## src/rtl/phase_sequencer.sv

```systemverilog
// Instruction phase sequencer: per-phase clock-enable windows and strobes for
// Fetch/Auto1/Auto2/Ind/Exec1..N, with run, halt and single-step control.
module phase_sequencer #(
    parameter  int N_EXEC            = 5,
    parameter  int SPP               = 2,
    parameter  int EXTRA_FETCH       = 1,
    parameter  int AUTO_RUN_ON_RESET = 1,
    localparam int NP                = 4 + N_EXEC,
    localparam int PW                = $clog2(4 + N_EXEC)
) (
    input  logic          clk,
    input  logic          reset,
    input  logic          done,
    input  logic          halt,
    input  logic          startstop,
    input  logic          sst,
    input  logic [1:0]    seq_type,
    output logic [NP-1:0] ck,
    output logic [NP-1:0] stb,
    output logic          stb_fetch2,
    output logic [PW-1:0] phase,
    output logic          instr_end,
    output logic          running
);

    localparam int            SW         = 4;
    localparam logic [SW-1:0] SUB_LAST   = SW'(SPP - 1);
    localparam logic [SW-1:0] FETCH_LAST = SW'(SPP + EXTRA_FETCH - 1);
    localparam logic [SW-1:0] SUB_F2     = SW'(SPP);
    localparam logic [PW-1:0] PH_FETCH   = '0;
    localparam logic [PW-1:0] PH_AUTO1   = PW'(1);
    localparam logic [PW-1:0] PH_IND     = PW'(3);
    localparam logic [PW-1:0] PH_EXEC1   = PW'(4);
    localparam logic [PW-1:0] PH_EXECN   = PW'(3 + N_EXEC);

    logic [PW-1:0] phase_q, phase_d;
    logic [SW-1:0] sub_q, sub_d;
    logic          running_q, running_d;
    logic          halt_req_q, halt_req_d;
    logic          halt_prev_q, ss_prev_q, sst_prev_q;
    logic          post_rst_q;

    logic is_fetch, phase_last, end_instr;
    logic ss_edge, halt_edge, sst_edge;
    logic set_run, set_halt, clr_halt;

    always_ff @(posedge clk or posedge reset) begin
        if (reset) begin
            phase_q     <= '0;
            sub_q       <= '0;
            running_q   <= 1'b0;
            halt_req_q  <= 1'b0;
            halt_prev_q <= 1'b0;
            ss_prev_q   <= 1'b0;
            sst_prev_q  <= 1'b0;
            post_rst_q  <= (AUTO_RUN_ON_RESET != 0);
        end else begin
            phase_q     <= phase_d;
            sub_q       <= sub_d;
            running_q   <= running_d;
            halt_req_q  <= halt_req_d;
            halt_prev_q <= halt;
            ss_prev_q   <= startstop;
            sst_prev_q  <= sst;
            post_rst_q  <= 1'b0;
        end
    end

    // Phase/sub-step advance; Auto1..ExecN are consecutive indices, only Fetch branches.
    always_comb begin
        phase_d    = phase_q;
        sub_d      = sub_q;
        is_fetch   = (phase_q == PH_FETCH);
        phase_last = is_fetch ? (sub_q == FETCH_LAST) : (sub_q == SUB_LAST);
        end_instr  = running_q && !is_fetch &&
                     (done || ((phase_q == PH_EXECN) && (sub_q == SUB_LAST)));
        if (running_q) begin
            if (end_instr) begin
                phase_d = PH_FETCH;
                sub_d   = '0;
            end else if (phase_last) begin
                sub_d = '0;
                if (is_fetch) begin
                    case (seq_type)
                        2'b00:   phase_d = PH_EXEC1;
                        2'b01:   phase_d = PH_IND;
                        default: phase_d = PH_AUTO1;
                    endcase
                end else begin
                    phase_d = phase_q + 1'b1;
                end
            end else begin
                sub_d = sub_q + 1'b1;
            end
        end
    end

    // Run control: a halt request set in the same clock always beats a clear.
    always_comb begin
        ss_edge    = startstop & ~ss_prev_q;
        halt_edge  = halt & ~halt_prev_q;
        sst_edge   = sst & ~sst_prev_q;
        set_run    = (ss_edge && !running_q) || sst_edge || post_rst_q;
        set_halt   = (ss_edge && running_q) || (halt_edge && running_q) ||
                     sst_edge || post_rst_q;
        clr_halt   = ss_edge && !running_q;
        running_d  = running_q | set_run;
        halt_req_d = set_halt ? 1'b1 : (clr_halt ? 1'b0 : halt_req_q);
        if (end_instr && halt_req_d) begin
            running_d  = 1'b0;
            halt_req_d = 1'b0;
        end
    end

    always_comb begin
        ck = '0;
        stb = '0;
        for (int p = 0; p < NP; p++) begin
            ck[p]  = !reset && (phase_q == PW'(p));
            stb[p] = !reset && running_q && (phase_q == PW'(p)) && (sub_q == SUB_LAST);
        end
        stb_fetch2 = (EXTRA_FETCH != 0) && !reset && running_q && is_fetch &&
                     (sub_q == SUB_F2);
        instr_end  = !reset && end_instr;
        phase      = phase_q;
        running    = running_q;
    end

endmodule

```

## config.mk

```make
export PLATFORM = sky130hd
export DESIGN_NAME = phase_sequencer
export DESIGN_NICKNAME = d
export VERILOG_FILES = /design/src/rtl/phase_sequencer.sv
export SDC_FILE = /design/constraint.sdc
export NUM_CORES = 1
export LEC_CHECK = 0
export ABC_AREA = 1
export CAP_MARGIN = 0
export CORE_AREA = 2 2 49 51
export CTS_BUF_LIST = sky130_fd_sc_hd__clkbuf_8 sky130_fd_sc_hd__clkbuf_16
export DETAILED_ROUTE_END_ITERATION = 16
export DIE_AREA = 0 0 51 53
export GPL_TIMING_DRIVEN = 0
export PLACE_DENSITY = 0.9
export SLEW_MARGIN = 20
export SYNTH_ARGS = -nofsm -noshare
export SYNTH_HDL_FRONTEND = slang
export SYNTH_SLANG_ARGS = --single-unit
```

## constraint.sdc

```tcl
create_clock -name clk -period 2.15 [get_ports clk]
set_input_delay 0.3225 -clock clk [delete_from_list [all_inputs] [get_ports clk]]
set_output_delay 0.3225 -clock clk [all_outputs]
set_load 0.03 [all_outputs]
```

==> results.md, run 1 <==
- Worst EP required: 1.83 ns
- Layout cells sized above 1: 24.3%
- Die width: 51 um
- Delay-heaviest family, CP: buffers and inverters
- Vias post-DR: 1043
- Startpoint types: flip-flop
- Vias in the first global route: 960
- Worst vdd ir: 809 uV
- Syn nets: 158
- P&R area growth vs syn: 41.4%
- #FFs+latches synth: 14
- Worst setup margin: 0.0958 ns
- Die area: 2700 um2
- Global route total overflow: 0
- Syn Inst Count: 143
- CTS tree: built
- Period utilization: 95.5%
- Buf/Inv on CP: 3
- Fill count: 182
- R2R cell count: 11
- Yosys Warn Count: 0
- Final Util: 68.1%
- Drt drc: 0
- Die height: 53 um
- Core Box Area: 2150 um2
- Crit-path max cell delay: 0.44 ns
- Cts bufs inserted: 3
- Lkg Pwr: 0.778 nW
- Num rows: 17
- DR WL/cell: 11.9 um
- RePlAce Congestion: 0.830
- Critical path's slowest cell: dfrtp_2
- Final #Nets: 197
- PortBufs: 32
- Clock skew: 0.00447 ns
- Global-route wire length before repair: 4020 um
- Post-route minimum period: 2.05 ns
- PD cells: 1190 nW/um2
- DP Area: 1390 um2
- Fmax: 0.487 GHz
- Dpl hpwl: 1880 um
- Most common cell on crit path: inv_1
- Via density: 4.99
- Design area: 1460 um2
- Clk sinks: 14
- Max-cap viol count: 0
- Ant diodes: 0
- Largest net degree at the start of global routing: 15
- H-tree levels: 1
- Setup crit start: phase[1]
- Max-slew violations: 0
- Worst path arrival time: 1.73 ns
- Netlist cell types: 27
- Clock root cell: clkbuf_8
- Critical Path Sink Type: output pin
- Antenna-violating nets left: 0
- Status: finished, final reports clean
- Worst path cell trace: inv_1, ha_4, nand2_1, nor2_2, inv_1, nor2_1, dlygate4sd2_1
- Initial antenna violation count: 0
- GR Util All Layers: 19.8%
- CP Depth: 7
- Initial core utilization: 48.2%
- Dpl ws: -0.676 ns
- Pwr Total: 1.74 mW
- Hold Fails Final Rpt: 0
- Final setup vio count: 0
- CP Class: flip-flop to output pin
- Ports: 33
- Deepest clock path buffer count: 2
- DRC marker count from the first detailed-route iteration: 10
- Synth Cell Area: 1030 um2
- Biggest fanout along the worst timing path: 6
- Hold WC Path Type: input port to async pin
- Skew-Pair Late Insertion Delay: 0.25 ns
- Worst-path clk slew: 0.06 ns
- Post-Route WL: 2500 um
- Seq/Total Area, Yosys: 34.0%
- Syn Area/Cell: 7.24 um2
- TritonRoute pass-1 iters: 4
- Worst r2r src: phase[1]
==> Yosys cell counts <==
cell type | n | area [um2]
xor2_1 | 3 | 26.3
o21ai_0 | 4 | 20.0
nor2_4 | 4 | 45.0
nor2_2 | 1 | 6.26
o21a_1 | 1 | 7.51
dfstp_2 | 1 | 26.3
nor3_1 | 1 | 5.00
o22ai_1 | 1 | 6.26
inv_2 | 1 | 3.75
conb_1 | 1 | 3.75
ha_1 | 7 | 87.6
inv_1 | 21 | 78.8
a21boi_1 | 1 | 7.51
or2_2 | 2 | 12.5
inv_4 | 1 | 6.26
nand2_4 | 4 | 45.0
nand2_2 | 1 | 6.26
nand2_1 | 27 | 101
dfrtp_1 | 13 | 325
nor2_1 | 29 | 109
clkbuf_1 | 2 | 7.51
a21oi_1 | 4 | 20.0
buf_6 | 1 | 11.3
buf_2 | 1 | 5.00
nand3_1 | 5 | 25.0
nand4_1 | 5 | 31.3
o21ai_1 | 1 | 5.00
==> final cells by class <==
type | instances | area [um2] | area share, %
Timing Repair Buffer | 34 | 293 | 20.0
Sequential cell | 14 | 354 | 24.2
Clock buffer | 4 | 55.1 | 3.76
Buffer | 4 | 25.0 | 1.71
Multi-Input combinational cell | 102 | 608 | 41.6
Tap cell | 28 | 35.0 | 2.40
Inverter | 23 | 92.6 | 6.33
==> registers in the layout, summed over array words and instances (netlist names) <==
name         cells
sub_q            4
phase            4
sst_prev_q       1
ss_prev_q        1
halt_req_q       1
post_rst_q       1
halt_prev_q      1
running          1
==> per-stage QoR <==
| step | hold slack, ns | TNS [ns] | cells |
|---|---|---|---|
| finish | 0.531 | 0 | 209 |
| global route | 0.569 | -0.00204 | 209 |
| CTS | 0.514 | -0.0256 | 209 |
| detailed placement | 0.576 | -6.84 | 203 |
| global placement | 0.557 | -6.03 | 203 |
| floorplan | 0.219 | 0 | 143 |
==> placed cells by master, fill, tap and decap left out, types with 3 or more instances in the layout <==
cell type        Yosys  final
nand3_1              5      4
a21oi_1              4      4
ha_1                 7      5
nor2_4               4      5
nand4_1              5      5
buf_2                1      5
dfrtp_1             13     11
dlygate4sd2_1        0      7
o21ai_0              4      4
clkdlybuf4s50_1      0     12
clkbuf_2             0      3
clkbuf_8             0      4
buf_4                0      4
nand2_4              4      4
inv_1               21     19
nor2_1              29     27
xor2_1               3      3
nand2_1             27     27
==> metal layers <==
layer / GRT usage, % / share of wire (%) / vias to the layer above
li1: - / - / 515
met1: 21.8 / 39 / 487
met2: 39.2 / 54 / 36
met3: 2.54 / 5.4 / 5
met4: 5.41 / 0.96 / 0
met5: 0 / 0 / -
==> logic make-up (layout without fill, tap and decap cells) <==
logic type               after synthesis  in the layout  synth area share [%]
AO/OA/AOI/OAI                         12             12                  6.41
XOR/XNOR                               3              3                  2.54
adder cells (fa/ha/maj)                7              7                  8.46
buffers and inverters                 27             65                  10.9
flip-flops                            14             14                  34.0
other                                  1              1                 0.362
AND/OR/NAND/NOR                       79             79                  37.4
==> final timing paths <==
path,to,slack (ns)
worst max register to register,phase[0],0.57
worst min-delay path,sub_q[1],0.53
max in group asynchronous,post_rst_q,1.37
worst max-delay path,ck[8],0.1
worst min register to register,phase[1],0.56
min in group clk,halt_prev_q,0.56
==> power breakdown <==
| part | internal, mW | switching [mW] |
|---|---|---|
| clock network | 0.162 | 0.0946 |
| logic | 0.390 | 0.682 |
| registers | 0.343 | 0.0720 |
| total | 0.894 | 0.849 |
==> worst register-to-register path, cell delays in order, from the launching register on <==
cell,delay [ns]
dfrtp_2,0.44
inv_1,0.13
ha_4,0.17
nand2_1,0.07
nor2_2,0.12
nand2_1,0.07
nand2_2,0.09
nand2_4,0.09
nand2_4,0.11
nand2_4,0.06
nand2_1,0.06
nand2_1,0.05
==> what timing repair did <==
action,4_1_cts,5_1_grt
buffers inserted,2,0
pin swaps,0,1
hold buffers,0,0
resized for setup,57,21
setup endpoints to repair,20,13
(Power assumes the default switching activity.)
==> run 2: changes to the inputs <==
--- a/config.mk
+++ b/config.mk
@@ -7,12 +7,14 @@
 export LEC_CHECK = 0
 export ABC_AREA = 1
 export CAP_MARGIN = 0
-export CORE_AREA = 2 2 49 51
+export CELL_PAD_IN_SITES_DETAIL_PLACEMENT = 1
+export CELL_PAD_IN_SITES_GLOBAL_PLACEMENT = 1
+export CORE_AREA = 2 2 59 61
 export CTS_BUF_LIST = sky130_fd_sc_hd__clkbuf_8 sky130_fd_sc_hd__clkbuf_16
 export DETAILED_ROUTE_END_ITERATION = 16
-export DIE_AREA = 0 0 51 53
+export DIE_AREA = 0 0 61 63
 export GPL_TIMING_DRIVEN = 0
-export PLACE_DENSITY = 0.9
+export PLACE_DENSITY = 0.88
 export SLEW_MARGIN = 20
 export SYNTH_ARGS = -nofsm -noshare
 export SYNTH_HDL_FRONTEND = slang
==> run 2 against run 1 <==
Highest routed layer unchanged. Clock power down 15%. Sequential power up 6.5%. Sequential share of layout area down 0.72 points. Global-route usage down 2.1 points. Non-clock buffer count up 4. Sequential cell count unchanged. Routed wire length up 27%. Combinational power up 7%. Critical path type unchanged. Core utilization down 21 points. Power up 3.5%. Critical endpoint is now stb[6].
==> results.md, run 2 (synthesized netlist as in run 1, its figures left out) <==
- Post-route minimum period: 2.11 ns
- Period utilization: 98.3%
- DP Area: 1410 um2
- CTS tree: built
- Biggest fanout along the worst timing path: 4
- PortBufs: 32
- Ports: 33
- Hold-fix buffer count after cts: 0
- Deepest clock path buffer count: 2
- Hold WC Path Type: input port to flip-flop
- Fmax: 0.473 GHz
- Post-Route WL: 3180 um
- Antenna-violating nets left: 0
- Most common cell on crit path: inv_1
- Vias post-DR: 1057
- GR Util All Layers: 17.7%
- Die height: 63 um
- Cts bufs inserted: 3
- Die width: 61 um
- Pwr Total: 1.80 mW
- Register share of total power: 24.5%
- Worst-path clk slew: 0.06 ns
- CP Depth: 7
- Clk sinks: 14
- Crit-path max cell delay: 0.39 ns
- TritonRoute pass-1 iters: 4
- Core Box Area: 3230 um2
- Max-slew violations: 0
- FF/Latch Area: 355 um2
- Worst path arrival time: 1.79 ns
- Ant diodes: 0
- H-tree levels: 1
- DR WL/cell: 13.7 um
- Hold Fails Final Rpt: 0
- Buf/Inv on CP: 3
- Worst reg-to-reg setup slack: 0.55 ns
- Worst path cell trace: inv_1, ha_2, inv_1, nor2_4, nand3_2, nor2_1, clkdlybuf4s15_2
- Combinational power share: 63.4%
- R2R cell count: 11
- Worst vdd ir: 579 uV
- Via density: 4.56
- DRC marker count from the first detailed-route iteration: 15
- Clock skew: 0.000777 ns
- Fill count: 426
- Most common cell after layout, fill and taps aside: nand2_1
- Initial antenna violation count: 0
- Drt drc: 0
- Lkg Pwr: 0.770 nW
- Die area: 3840 um2
- Final setup vio count: 0
- Vias in the first global route: 1080
- Dpl hpwl: 2310 um
- Initial core utilization: 32.0%
- P&R area growth vs syn: 46.2%
- Sw frac: 50.2%
- Final #Nets: 202
- Clock root cell: clkbuf_8
- Skew-Pair Late Insertion Delay: 0.24 ns
- Internal: 0.899 mW
- Hold Crit Depth: 1
- Delay-heaviest family, CP: simple AND/OR/NAND/NOR gates
- CP Class: flip-flop to output pin
- Global-route wire length before repair: 5010 um
- Startpoint types: flip-flop
- Max-cap viol count: 0
- Design area: 1510 um2
- Critical path's slowest cell: dfrtp_1
- Area taken by multi-input logic gates: 621 um2
- RePlAce Congestion: 0.799
- Layout cells sized above 1: 28.5%
- Status: finished, final reports clean
- Critical Path Sink Type: output pin
- Switching pwr: 0.905 mW
- Global route total overflow: 0
- Clock share of power: 12.1%
- Num rows: 21
- Most frequent cells in the layout: 27 x nand2_1, 26 x nor2_1, 19 x inv_1
- Worst EP required: 1.83 ns
- PD cells: 1190 nW/um2
- Largest net degree at the start of global routing: 15
-- run 2: worst reg2reg max path, stage by stage (launching register included) --
cell and delay, ns:
dfrtp_2 0.45, inv_2 0.10, ha_4 0.16, nand2_1 0.07
nor2_2 0.13, nand2_1 0.08, nand2_2 0.09, nand2_4 0.09
nand2_4 0.11, nand2_4 0.07, nand2_1 0.06, nand2_1 0.06
-- run 2: power by group through the flow --
stage	combinational (mW)	clock (mW)	sequential, mW
floorplan	0.699	0	0.451
global placement	0.991	0	0.409
detailed placement	1.04	0	0.421
CTS	1.08	0.226	0.420
global route	1.26	0.242	0.452
finish	1.14	0.218	0.442
-- run 2: layout make-up --
type                       instances  share of cell area (%)
clock inverter                     1                   0.248
tap                               46                    3.80
sequential                        14                    23.5
clock buffer                       3                    2.73
buffer                             3                    1.41
multi-input combinational        103                    41.0
inverter                          23                    6.12
timing repair buffer              39                    21.2
-- run 2: worst paths after layout --
kind	to	from
setup / recovery	stb[6]	sub_q[1]
hold / removal	halt_prev_q	halt
setup reg to reg	phase[0]	phase[1]
hold reg to reg	phase[1]	phase[1]
max in group asynchronous	post_rst_q	reset
min in group asynchronous	sub_q[0]	reset
-- run 2: timing repair --
item,4_1_cts,5_1_grt
endpoints found under the setup margin,20,12
gates resized for setup,58,20
pin swaps,1,1
hold endpoints to repair,0,0
setup buffers,1,6
cloned,1,0
-- run 2: metrics by stage --
step	TNS (ns)	setup slack, ns	cells	util (%)	hold slack [ns]
finish	0	0.0359	232	46.8	0.543
CTS	0	0.00611	227	45.9	0.539
global route	-0.0515	-0.0515	232	46.8	0.546
detailed placement	-8.53	-0.792	221	43.7	0.600
floorplan	0	0.00401	143	-	0.219
global placement	-7.58	-0.699	221	43.7	0.560
-- run 2: metal layers --
layer	wire length [um]	vias up	GRT usage [%]
met1	1240	496	20.0
li1	-	521	-
met5	0	-	0
met2	1740	34	30.6
met3	133	6	3.31
met4	69	0	8.70
==> run 3: changes to the inputs <==
--- a/config.mk
+++ b/config.mk
@@ -15,7 +15,7 @@
 export DIE_AREA = 0 0 61 63
 export GPL_TIMING_DRIVEN = 0
 export PLACE_DENSITY = 0.88
-export SLEW_MARGIN = 20
+export SKIP_LAST_GASP = 1
 export SYNTH_ARGS = -nofsm -noshare
 export SYNTH_HDL_FRONTEND = slang
 export SYNTH_SLANG_ARGS = --single-unit
==> run 3 against run 2 <==
Sequential power about the same. Power about the same. Maximum frequency about the same. Core utilization unchanged. Largest power group unchanged. Final cell count unchanged. Die area unchanged. Clock-buffer cell count unchanged. Non-clock buffer count unchanged. Critical endpoint unchanged.
==> results.md, run 3 (synthesized netlist as in run 1, its figures left out) <==
- Post-route minimum period: 2.11 ns
- Lkg Pwr: 0.769 nW
- Post-Route WL: 3180 um
- Design area: 1510 um2
- Drt drc: 0
- Startpoint types: flip-flop
- DP Area: 1410 um2
- Clk sinks: 14
- Crit-path max cell delay: 0.39 ns
- Period utilization: 98.3%
- Worst reg-to-reg setup slack: 0.55 ns
- Critical path's slowest cell: dfrtp_1
- R2R cell count: 11
- Skew-Pair Late Insertion Delay: 0.24 ns
- P&R area growth vs syn: 46.2%
- Worst-path clk slew: 0.06 ns
- TritonRoute pass-1 iters: 4
- Die area: 3840 um2
- Initial core utilization: 32.0%
- Dpl hpwl: 2310 um
- Ports: 33
- Worst vdd ir: 579 uV
- Clock skew: 0.000777 ns
- Vias post-DR: 1057
- H-tree levels: 1
- Worst R2R End: phase[0]
- Critical Path Sink Type: output pin
- Area taken by multi-input logic gates: 621 um2
- Worst setup margin: 0.0358 ns
- Ant diodes: 0
- Most common cell after layout, fill and taps aside: nand2_1
- Worst r2r src: phase[1]
- Hold WC Path Type: input port to flip-flop
- Final setup vio count: 0
- Fmax: 0.473 GHz
- FF/Latch Area: 355 um2
- RePlAce Congestion: 0.799
- Worst path arrival time: 1.79 ns
- Worst path cell trace: inv_1, ha_2, inv_1, nor2_4, nand3_2, nor2_1, clkdlybuf4s15_2
- DRC marker count from the first detailed-route iteration: 15
- DR WL/cell: 13.7 um
- Layout cells sized above 1: 28.5%
- Clock root cell: clkbuf_8
- GR Util All Layers: 17.7%
- Core Box Area: 3230 um2
- Max-slew violations: 0
- PortBufs: 32
- Cts bufs inserted: 3
- Largest net degree at the start of global routing: 15
- CTS tree: built
- Biggest fanout along the worst timing path: 4
- Delay-heaviest family, CP: simple AND/OR/NAND/NOR gates
- Most common cell on crit path: inv_1
- Status: finished, final reports clean
- Hold Fails Final Rpt: 0
- Hold path startpoint: halt
- CP Class: flip-flop to output pin
- Max-cap viol count: 0
- Deepest clock path buffer count: 2
- WHS: 0.543 ns
- PD cells: 1190 nW/um2
- Antenna-violating nets left: 0
- Final #Nets: 202
- Initial antenna violation count: 0
- Global route total overflow: 0
- Pwr Total: 1.80 mW
- Vias in the first global route: 1080
- Worst EP required: 1.83 ns
- Global-route wire length before repair: 5010 um
- Buf/Inv on CP: 3
- Most frequent cells in the layout: 27 x nand2_1, 26 x nor2_1, 19 x inv_1
- Hold Path End: halt_prev_q
- Num rows: 21
- Die height: 63 um
- Die width: 61 um
- Dpl ws: -0.792 ns
- Fill count: 426
- Via density: 4.56
- Hold Crit Depth: 1
## run 3: area by class of cell
cell class | count | area share, %
Clock inverter | 1 | 0.248
Clock buffer | 3 | 2.73
Timing Repair Buffer | 39 | 21.2
Inverter | 23 | 6.12
Buffer | 3 | 1.41
Sequential cell | 14 | 23.5
Multi-Input combinational cell | 103 | 41.0
Tap cell | 46 | 3.80
## run 3: per-stage QoR
stage | TNS [ns] | utilization, % | std cells
floorplan | 0 | - | 143
global placement | -7.58 | 43.7 | 221
detailed placement | -8.53 | 43.7 | 221
CTS | -0.0752 | 46.1 | 227
global route | -0.0515 | 46.8 | 232
finish | 0 | 46.8 | 232
## run 3: repair_timing
action	CTS	global route
hold buffers	0	0
setup endpoints to repair	20	12
setup buffers	1	6
pin swaps	1	1
gates resized for setup	55	21
gates cloned	1	0
## run 3: report_power, final
group	total [mW]	switching, mW	internal (mW)
Sequential	0.442	0.0974	0.344
Clock	0.218	0.0917	0.126
Combinational	1.14	0.716	0.429
Total	1.80	0.905	0.899
## run 3: worst max path at each step
stage                 end  slack (ns)  startpoint  depth (start not counted)
2_1_floorplan  stb_fetch2       0.004    phase[0]                          6
3_3_place_gp       stb[0]       -0.70       reset                          5
3_5_place_dp       stb[3]       -0.79       reset                          5
4_1_cts            stb[3]       -0.08    sub_q[1]                          7
5_1_grt            stb[6]       -0.05    sub_q[1]                          7
6_report           stb[6]        0.04    sub_q[1]                          7
## run 3: layer usage
layer / up-vias / global-route usage [%] / routed length, um
met5: - / 0 / 0
met4: 0 / 8.70 / 69
met3: 6 / 3.31 / 132
met2: 34 / 30.6 / 1740
met1: 496 / 20.0 / 1240
li1: 521 / - / -
